==> src/rtl/seq_bin2bcd_if.sv <==
// Handshake and result bundle between an upstream producer, the
// binary-to-BCD converter and the display driver that consumes bcd/blank.
interface seq_bin2bcd_if #(
    parameter int W = 8,
    parameter int D = 3
);
    logic           in_valid;
    logic           in_ready;
    logic [W-1:0]   bin;
    logic           out_valid;
    logic [4*D-1:0] bcd;
    logic [D-1:0]   blank;

    modport master (
        output in_valid, bin,
        input  in_ready, out_valid, bcd, blank
    );

    modport slave (
        input  in_valid, bin,
        output in_ready, out_valid, bcd, blank
    );
endinterface

==> src/rtl/seq_bin2bcd.sv <==
// Sequential binary-to-BCD converter (shift-and-add-3), one input bit per clock.
// Feeds the multiplexed display driver: bcd/blank hold their value between
// completions so the display always sees a stable number.
//
//   state | meaning
//   ------+-------------------------------------------------------------
//   IDLE  | waiting for in_valid; in_ready high
//   CONV  | one double-dabble step per edge; last step publishes result
module seq_bin2bcd #(
    parameter int W = 8,
    parameter int D = 3
) (
    input  logic          clk,
    input  logic          reset,
    seq_bin2bcd_if.slave  bus
);
    localparam int CW = $clog2(W + 1);
    localparam logic [D-1:0] BLANK_RST = {D{1'b1}} ^ D'(1);

    function automatic longint unsigned pow10(input int n);
        longint unsigned p;
        p = 1;
        for (int i = 0; i < n; i++) p = p * 10;
        return p;
    endfunction

    // D digits must be able to hold the largest W-bit value
    if (pow10(D) < (64'd1 << W)) begin : g_digits_too_few
        $error("seq_bin2bcd: D digits cannot represent every W-bit value");
    end

    // Digit i is blank when it and every more significant digit are zero;
    // digit 0 is always shown so a value of 0 still displays.
    function automatic logic [D-1:0] lead_zero(input logic [4*D-1:0] v);
        logic nz;
        lead_zero = '0;
        nz        = 1'b0;
        for (int i = D - 1; i >= 1; i--) begin
            nz           = nz | (v[4*i +: 4] != 4'd0);
            lead_zero[i] = ~nz;
        end
    endfunction

    typedef enum logic {IDLE, CONV} state_t;

    state_t         state_q, state_d;
    logic [W-1:0]   shift_q, shift_d;
    logic [4*D-1:0] scratch_q, scratch_d;
    logic [CW-1:0]  cnt_q, cnt_d;
    logic [4*D-1:0] bcd_q, bcd_d;
    logic [D-1:0]   blank_q, blank_d;
    logic           out_valid_q, out_valid_d;

    logic [4*D-1:0] adj;
    logic [4*D-1:0] step_scratch;

    // Add-3 correction on the pre-shift scratch, then shift in the next binary MSB
    always_comb begin
        adj = scratch_q;
        for (int i = 0; i < D; i++) begin
            if (scratch_q[4*i +: 4] >= 4'd5) begin
                adj[4*i +: 4] = scratch_q[4*i +: 4] + 4'd3;
            end
        end
        step_scratch = {adj[4*D-2:0], shift_q[W-1]};
    end

    // Next-state and datapath control
    always_comb begin
        state_d     = state_q;
        shift_d     = shift_q;
        scratch_d   = scratch_q;
        cnt_d       = cnt_q;
        bcd_d       = bcd_q;
        blank_d     = blank_q;
        out_valid_d = 1'b0;
        case (state_q)
            IDLE: begin
                if (bus.in_valid) begin
                    shift_d   = bus.bin;
                    scratch_d = '0;
                    cnt_d     = '0;
                    state_d   = CONV;
                end
            end
            CONV: begin
                shift_d   = shift_q << 1;
                scratch_d = step_scratch;
                cnt_d     = cnt_q + CW'(1);
                if (cnt_q == CW'(W - 1)) begin
                    bcd_d       = step_scratch;
                    blank_d     = lead_zero(step_scratch);
                    out_valid_d = 1'b1;
                    state_d     = IDLE;
                end
            end
            default: state_d = IDLE;
        endcase
    end

    // State and datapath registers; reset drops any conversion in flight
    always_ff @(posedge clk or negedge reset) begin
        if (!reset) begin
            state_q     <= IDLE;
            shift_q     <= '0;
            scratch_q   <= '0;
            cnt_q       <= '0;
            bcd_q       <= '0;
            blank_q     <= BLANK_RST;
            out_valid_q <= 1'b0;
        end else begin
            state_q     <= state_d;
            shift_q     <= shift_d;
            scratch_q   <= scratch_d;
            cnt_q       <= cnt_d;
            bcd_q       <= bcd_d;
            blank_q     <= blank_d;
            out_valid_q <= out_valid_d;
        end
    end

    assign bus.in_ready  = (state_q == IDLE);
    assign bus.out_valid = out_valid_q;
    assign bus.bcd       = bcd_q;
    assign bus.blank     = blank_q;
endmodule

==> src/flat_wrapper.sv <==
// flat-port wrapper written by rule: the top's interface ports become plain ports
module seq_bin2bcd_flat 
#(
    parameter int W = 8,
    parameter int D = 3
)
  (clk, reset, bus_in_valid, bus_bin, bus_in_ready, bus_out_valid, bus_bcd, bus_blank);
  seq_bin2bcd_if #(.W(W), .D(D)) bus_i ();
  input  logic clk;
  input  logic reset;
  input wire logic [$bits(bus_i.in_valid)-1:0] bus_in_valid;
  input wire logic [$bits(bus_i.bin)-1:0] bus_bin;
  output wire logic [$bits(bus_i.in_ready)-1:0] bus_in_ready;
  output wire logic [$bits(bus_i.out_valid)-1:0] bus_out_valid;
  output wire logic [$bits(bus_i.bcd)-1:0] bus_bcd;
  output wire logic [$bits(bus_i.blank)-1:0] bus_blank;
  assign bus_i.in_valid = bus_in_valid;
  assign bus_i.bin = bus_bin;
  assign bus_in_ready = bus_i.in_ready;
  assign bus_out_valid = bus_i.out_valid;
  assign bus_bcd = bus_i.bcd;
  assign bus_blank = bus_i.blank;
  seq_bin2bcd #(.W(W), .D(D)) u_core (.clk(clk), .reset(reset), .bus(bus_i));
endmodule
==> config.mk <==
export PLATFORM = sky130hd
export DESIGN_NAME = seq_bin2bcd_flat
export DESIGN_NICKNAME = d
export VERILOG_FILES = /design/src/rtl/seq_bin2bcd_if.sv /design/src/rtl/seq_bin2bcd.sv /design/src/flat_wrapper.sv
export SDC_FILE = /design/constraint.sdc
export NUM_CORES = 1
export LEC_CHECK = 0
export ABC_AREA = 1
export CAP_MARGIN = 20
export CORE_MARGIN = 10
export CORE_UTILIZATION = 30
export CTS_BUF_LIST = sky130_fd_sc_hd__clkbuf_4 sky130_fd_sc_hd__clkbuf_8 sky130_fd_sc_hd__clkbuf_16
export CTS_CLUSTER_SIZE = 14
export DETAILED_ROUTE_END_ITERATION = 10
export PLACE_DENSITY = 0.6
export SYNTH_ARGS = -nofsm -noshare
export SYNTH_HDL_FRONTEND = slang
export SYNTH_SLANG_ARGS = --single-unit
export TNS_END_PERCENT = 1
==> constraint.sdc <==
create_clock -name clk -period 1.4 [get_ports clk]
set_input_delay 0.28 -clock clk [delete_from_list [all_inputs] [get_ports clk]]
set_output_delay 0.28 -clock clk [all_outputs]
set_load 0.02 [all_outputs]
==> results.md <==
- The class of the most critical hold timing path is in -> async.
- The final design instance area without fill is 2490 µm².
- The count of clock tree sinks is 40.
- The total routing resource utilization after global routing is 0.0842.
- The number of nets in the synthesized netlist is 226.
- During synthesis, Yosys emitted a total of 0 warnings.
- In this run the static leakage power is 1.25 nW.
- The worst path in the final design needs a cycle of 1.36 ns, including I/O delays and setup.
- Each instance of the synthesized netlist takes up on average 8.83 µm².
- Max-cap violations in this run came to 0.
- The final hold violation count is 0.
- The launching element type of the critical path is a flop.
- The maximum clock insertion buffer count is 2.
- The wire length of the first global-routing pass is 6880 µm.
- The share of the Yosys chip area taken by registers is 0.546.
- The die is 98.2 µm wide.
- The number of max-slew violations in the final report is 0.
- The number of flip-flops and latches in the synthesized netlist is 40.
- The CTS tree is yes.
- The post-placement setup slack is 0.00456 ns.
- The placed standard-cell area is 2300 µm².
- The fraction of the cycle the final worst path needs is 0.969.
- In this run, the number of DRC markers left after iteration 0 of detailed routing was 45.
- Power spread over the standard cell area amounts to 2360 nW/µm².
- Entering global routing, the biggest net connects 21 pins.
- The maximum clock skew at final layout is 0.00665 ns.
- In this run the critical register-to-register path is launched from u_core.scratch_q[5].
- For this configuration, the core starts out at a cell density of 0.310.
- Setup repair after global routing could not meet its margin everywhere.
- Setup violations remaining at the end of the flow were counted as 0.
- The number of buffers added on ports is 26.
- The maximum level of the CTS H-tree is 2.
- The number of search-and-repair iterations in the first detailed-routing pass is 4.
- The signal arrival time at the worst endpoint is 1.60 ns.
- The number of cells in the design after placement is 319.
- The endpoint type of the worst setup path is a flop.
- The count of pins on the block boundary is 28.
- The number of nets with antenna violations after routing is 0.
- The number of fill cells is 601.
- The number of unique standard cell types used by synthesis is 26.
- The mapped cell area is 1840 µm².
- The endpoint required time on the critical path is 1.64 ns.
- The reg-to-reg setup timing slack is 0.04 ns.
- The worst register-to-register path has a depth of 10.
- After legalization and detailed placement, the total HPWL measured 2940 µm.
- Dividing the detail-routed via count by the number of cells gives 4.64.
- The average wire length per cell after detail routing is 12.3 µm.
- The number of global-route vias before repair is 1507.
- The master cell of the clock root buffer is sky130_fd_sc_hd__clkbuf_8.
- Yosys mapped a number of flops with a built-in enable equal to 0.
- The final global-route overflow total is 0.
- 0 antenna diodes ended up in the layout.
- The number of core rows is 28.
- The final route contains 1545 vias.
- The fraction of layout instances using a drive strength above 1 is 0.221.
- The endpoint of the most critical register-to-register path is u_core.bus.blank[1].
- Relative to the synthesized area, the layout overhead comes to 35.8%.
- The final cell count without fillers is 333.
- The height of the die is 98.2 µm.
- For this run, design rule violations remaining after detail routing come to 0.
- The number of cells produced by synthesis is 208.
- The number of clock buffers added by TritonCTS is 5.
- The class of the most critical setup path is reg -> reg.
- The highest attainable clock frequency is 737 MHz.
- At the end of routability-driven placement, the weighted congestion stood at 0.879.
- The number of antenna violations at the first check in global routing is 0.
- The clock-pin slew reported for the worst setup and hold paths after clock tree synthesis is 0.08 ns.
- IR analysis of the VDD net gives a maximum drop of 799 µV.
- The clock insertion delay at the later pin of the skew report is 0.29 ns.
- The most used flip-flop cell after synthesis is sky130_fd_sc_hd__dfrtp_1.
- After floorplanning, the core was sized to cover 5920 µm².
- In this run the worst path has a maximum fanout of 4.
- The floorplan die area is 9650 µm².
- The worst setup margin is 0.0434 ns.
- The share of async-settable or async-resettable flops after synthesis is 1.00.
- The run finished with clean final reports.
- The total wire length is 4100 µm.
- After the last flow step, the layout net total stands at 275.
## per-stage QoR
step / power, mW / utilization / hold WS [ns] / TNS [ns]
global route: 6.41 / 0.421 / 0.417 / -0.158
floorplan: 3.71 / - / -0.0156 / 0
CTS: 5.69 / 0.407 / 0.401 / 0
finish: 5.88 / 0.421 / 0.396 / 0
detailed placement: 4.81 / 0.389 / 0.185 / 0
global placement: 4.75 / 0.389 / 0.182 / 0
## report_power, final
group / total, mW / switching, mW / internal, mW
clock: 0.962 / 0.413 / 0.549
sequential: 1.94 / 0.272 / 1.67
combinational: 2.98 / 1.72 / 1.26
total: 5.88 / 2.41 / 3.48
## area by class of cell
| class | instances | area [µm²] | share of cell area |
|---|---|---|---|
| Multi-Input combinational cell | 137 | 764 | 0.307 |
| Clock buffer | 6 | 76.3 | 0.0306 |
| Inverter | 24 | 90.1 | 0.0361 |
| Sequential cell | 40 | 1000 | 0.402 |
| Clock inverter | 2 | 35.0 | 0.0140 |
| Timing Repair Buffer | 49 | 430 | 0.173 |
| Tap cell | 75 | 93.8 | 0.0376 |
## worst max-delay path by stage
stage | from | cells past startpoint | to
after floorplan | u_core.scratch_q[4] | 10 | u_core.bus.blank[1]
after global placement | u_core.bus.blank[1] | 1 | bus_blank[1]
after detailed placement | u_core.scratch_q[8] | 11 | u_core.bus.blank[1]
after CTS | u_core.scratch_q[0] | 10 | u_core.bus.blank[1]
after global routing | u_core.scratch_q[4] | 10 | u_core.bus.blank[1]
final | u_core.scratch_q[5] | 10 | u_core.bus.blank[1]
## layout by cell type (no fill, tap or decap), drive strengths merged
cell type      instances
nand2                 62
dfrtp                 38
buf                   24
inv                   24
o21ai                 19
nor2                  14
dlygate4sd2           13
o22ai                 11
clkdlybuf4s50          9
clkbuf                 7
ha                     7
a22oi                  6
nand3                  6
nand4                  3
a22o                   2
a21oi                  2
dfstp                  2
o211ai                 1
o21a                   1
and2                   1
xor2                   1
conb                   1
clkinv                 1
bufinv                 1
dlygate4sd3            1
clkdlybuf4s15          1
## sequential cells by signal (all words and copies together), names as in the netlist
register,cells
u_core.scratch_q,12
u_core.cnt_q,4
u_core.bus.out_valid,1
u_core.bus.bcd,12
u_core.bus.blank,2
u_core.state_q,1
u_core.shift_q,8
## synth_stat cells (2+ instances only)
cell type	instances	area, µm²
sky130_fd_sc_hd__nand2_1	60	225
sky130_fd_sc_hd__dfrtp_1	38	951
sky130_fd_sc_hd__inv_1	23	86.3
sky130_fd_sc_hd__o21ai_0	18	90.1
sky130_fd_sc_hd__nor2_1	12	45.0
sky130_fd_sc_hd__o22ai_1	11	68.8
sky130_fd_sc_hd__ha_1	7	87.6
sky130_fd_sc_hd__a22oi_1	6	45.0
sky130_fd_sc_hd__nand3_1	6	30.0
sky130_fd_sc_hd__buf_2	5	25.0
sky130_fd_sc_hd__nand4_1	3	18.8
sky130_fd_sc_hd__a21oi_1	2	10.0
sky130_fd_sc_hd__a22o_1	2	17.5
sky130_fd_sc_hd__dfstp_2	2	52.6
sky130_fd_sc_hd__nand2_2	2	12.5
## kinds of logic after synthesis
group	share of synthesized area
and+or+nand+nor	0.193
DFF	0.546
buffers and inverters	0.0688
AOI/OAI and AO/OA	0.137
adders and majority gates	0.0477
xor gates and xnor gates	0.00477
other	0.00204
## layer usage
metal / up-vias / wire, µm / global-route usage
met2: 41 / 1930 / 0.138
li1: 779 / - / -
met3: 5 / 252 / 0.0338
met4: 0 / 42 / 0.0298
met5: - / 0 / 0
met1: 720 / 1870 / 0.0970
## critical path: stages, from the launching register on
cell and delay (ns):
sky130_fd_sc_hd__dfrtp_1 0.39, sky130_fd_sc_hd__inv_2 0.12, sky130_fd_sc_hd__ha_4 0.16, sky130_fd_sc_hd__nand2_2 0.05
sky130_fd_sc_hd__nand2_2 0.09, sky130_fd_sc_hd__nor2_1 0.05, sky130_fd_sc_hd__nor2_1 0.14, sky130_fd_sc_hd__nand2_1 0.09
sky130_fd_sc_hd__nor2_1 0.11, sky130_fd_sc_hd__nand2_1 0.06, sky130_fd_sc_hd__nand2_1 0.06
## timing repair
| item | in CTS | in global routing |
|---|---|---|
| endpoints found under the hold margin | 10 | 0 |
| setup buffers | 0 | 5 |
| hold buffers | 1 | 0 |
| pin swaps | 0 | 11 |
| setup endpoints to repair | 17 | 17 |
| gates resized for setup | 22 | 22 |
Power figures use the tool's default switching activity.
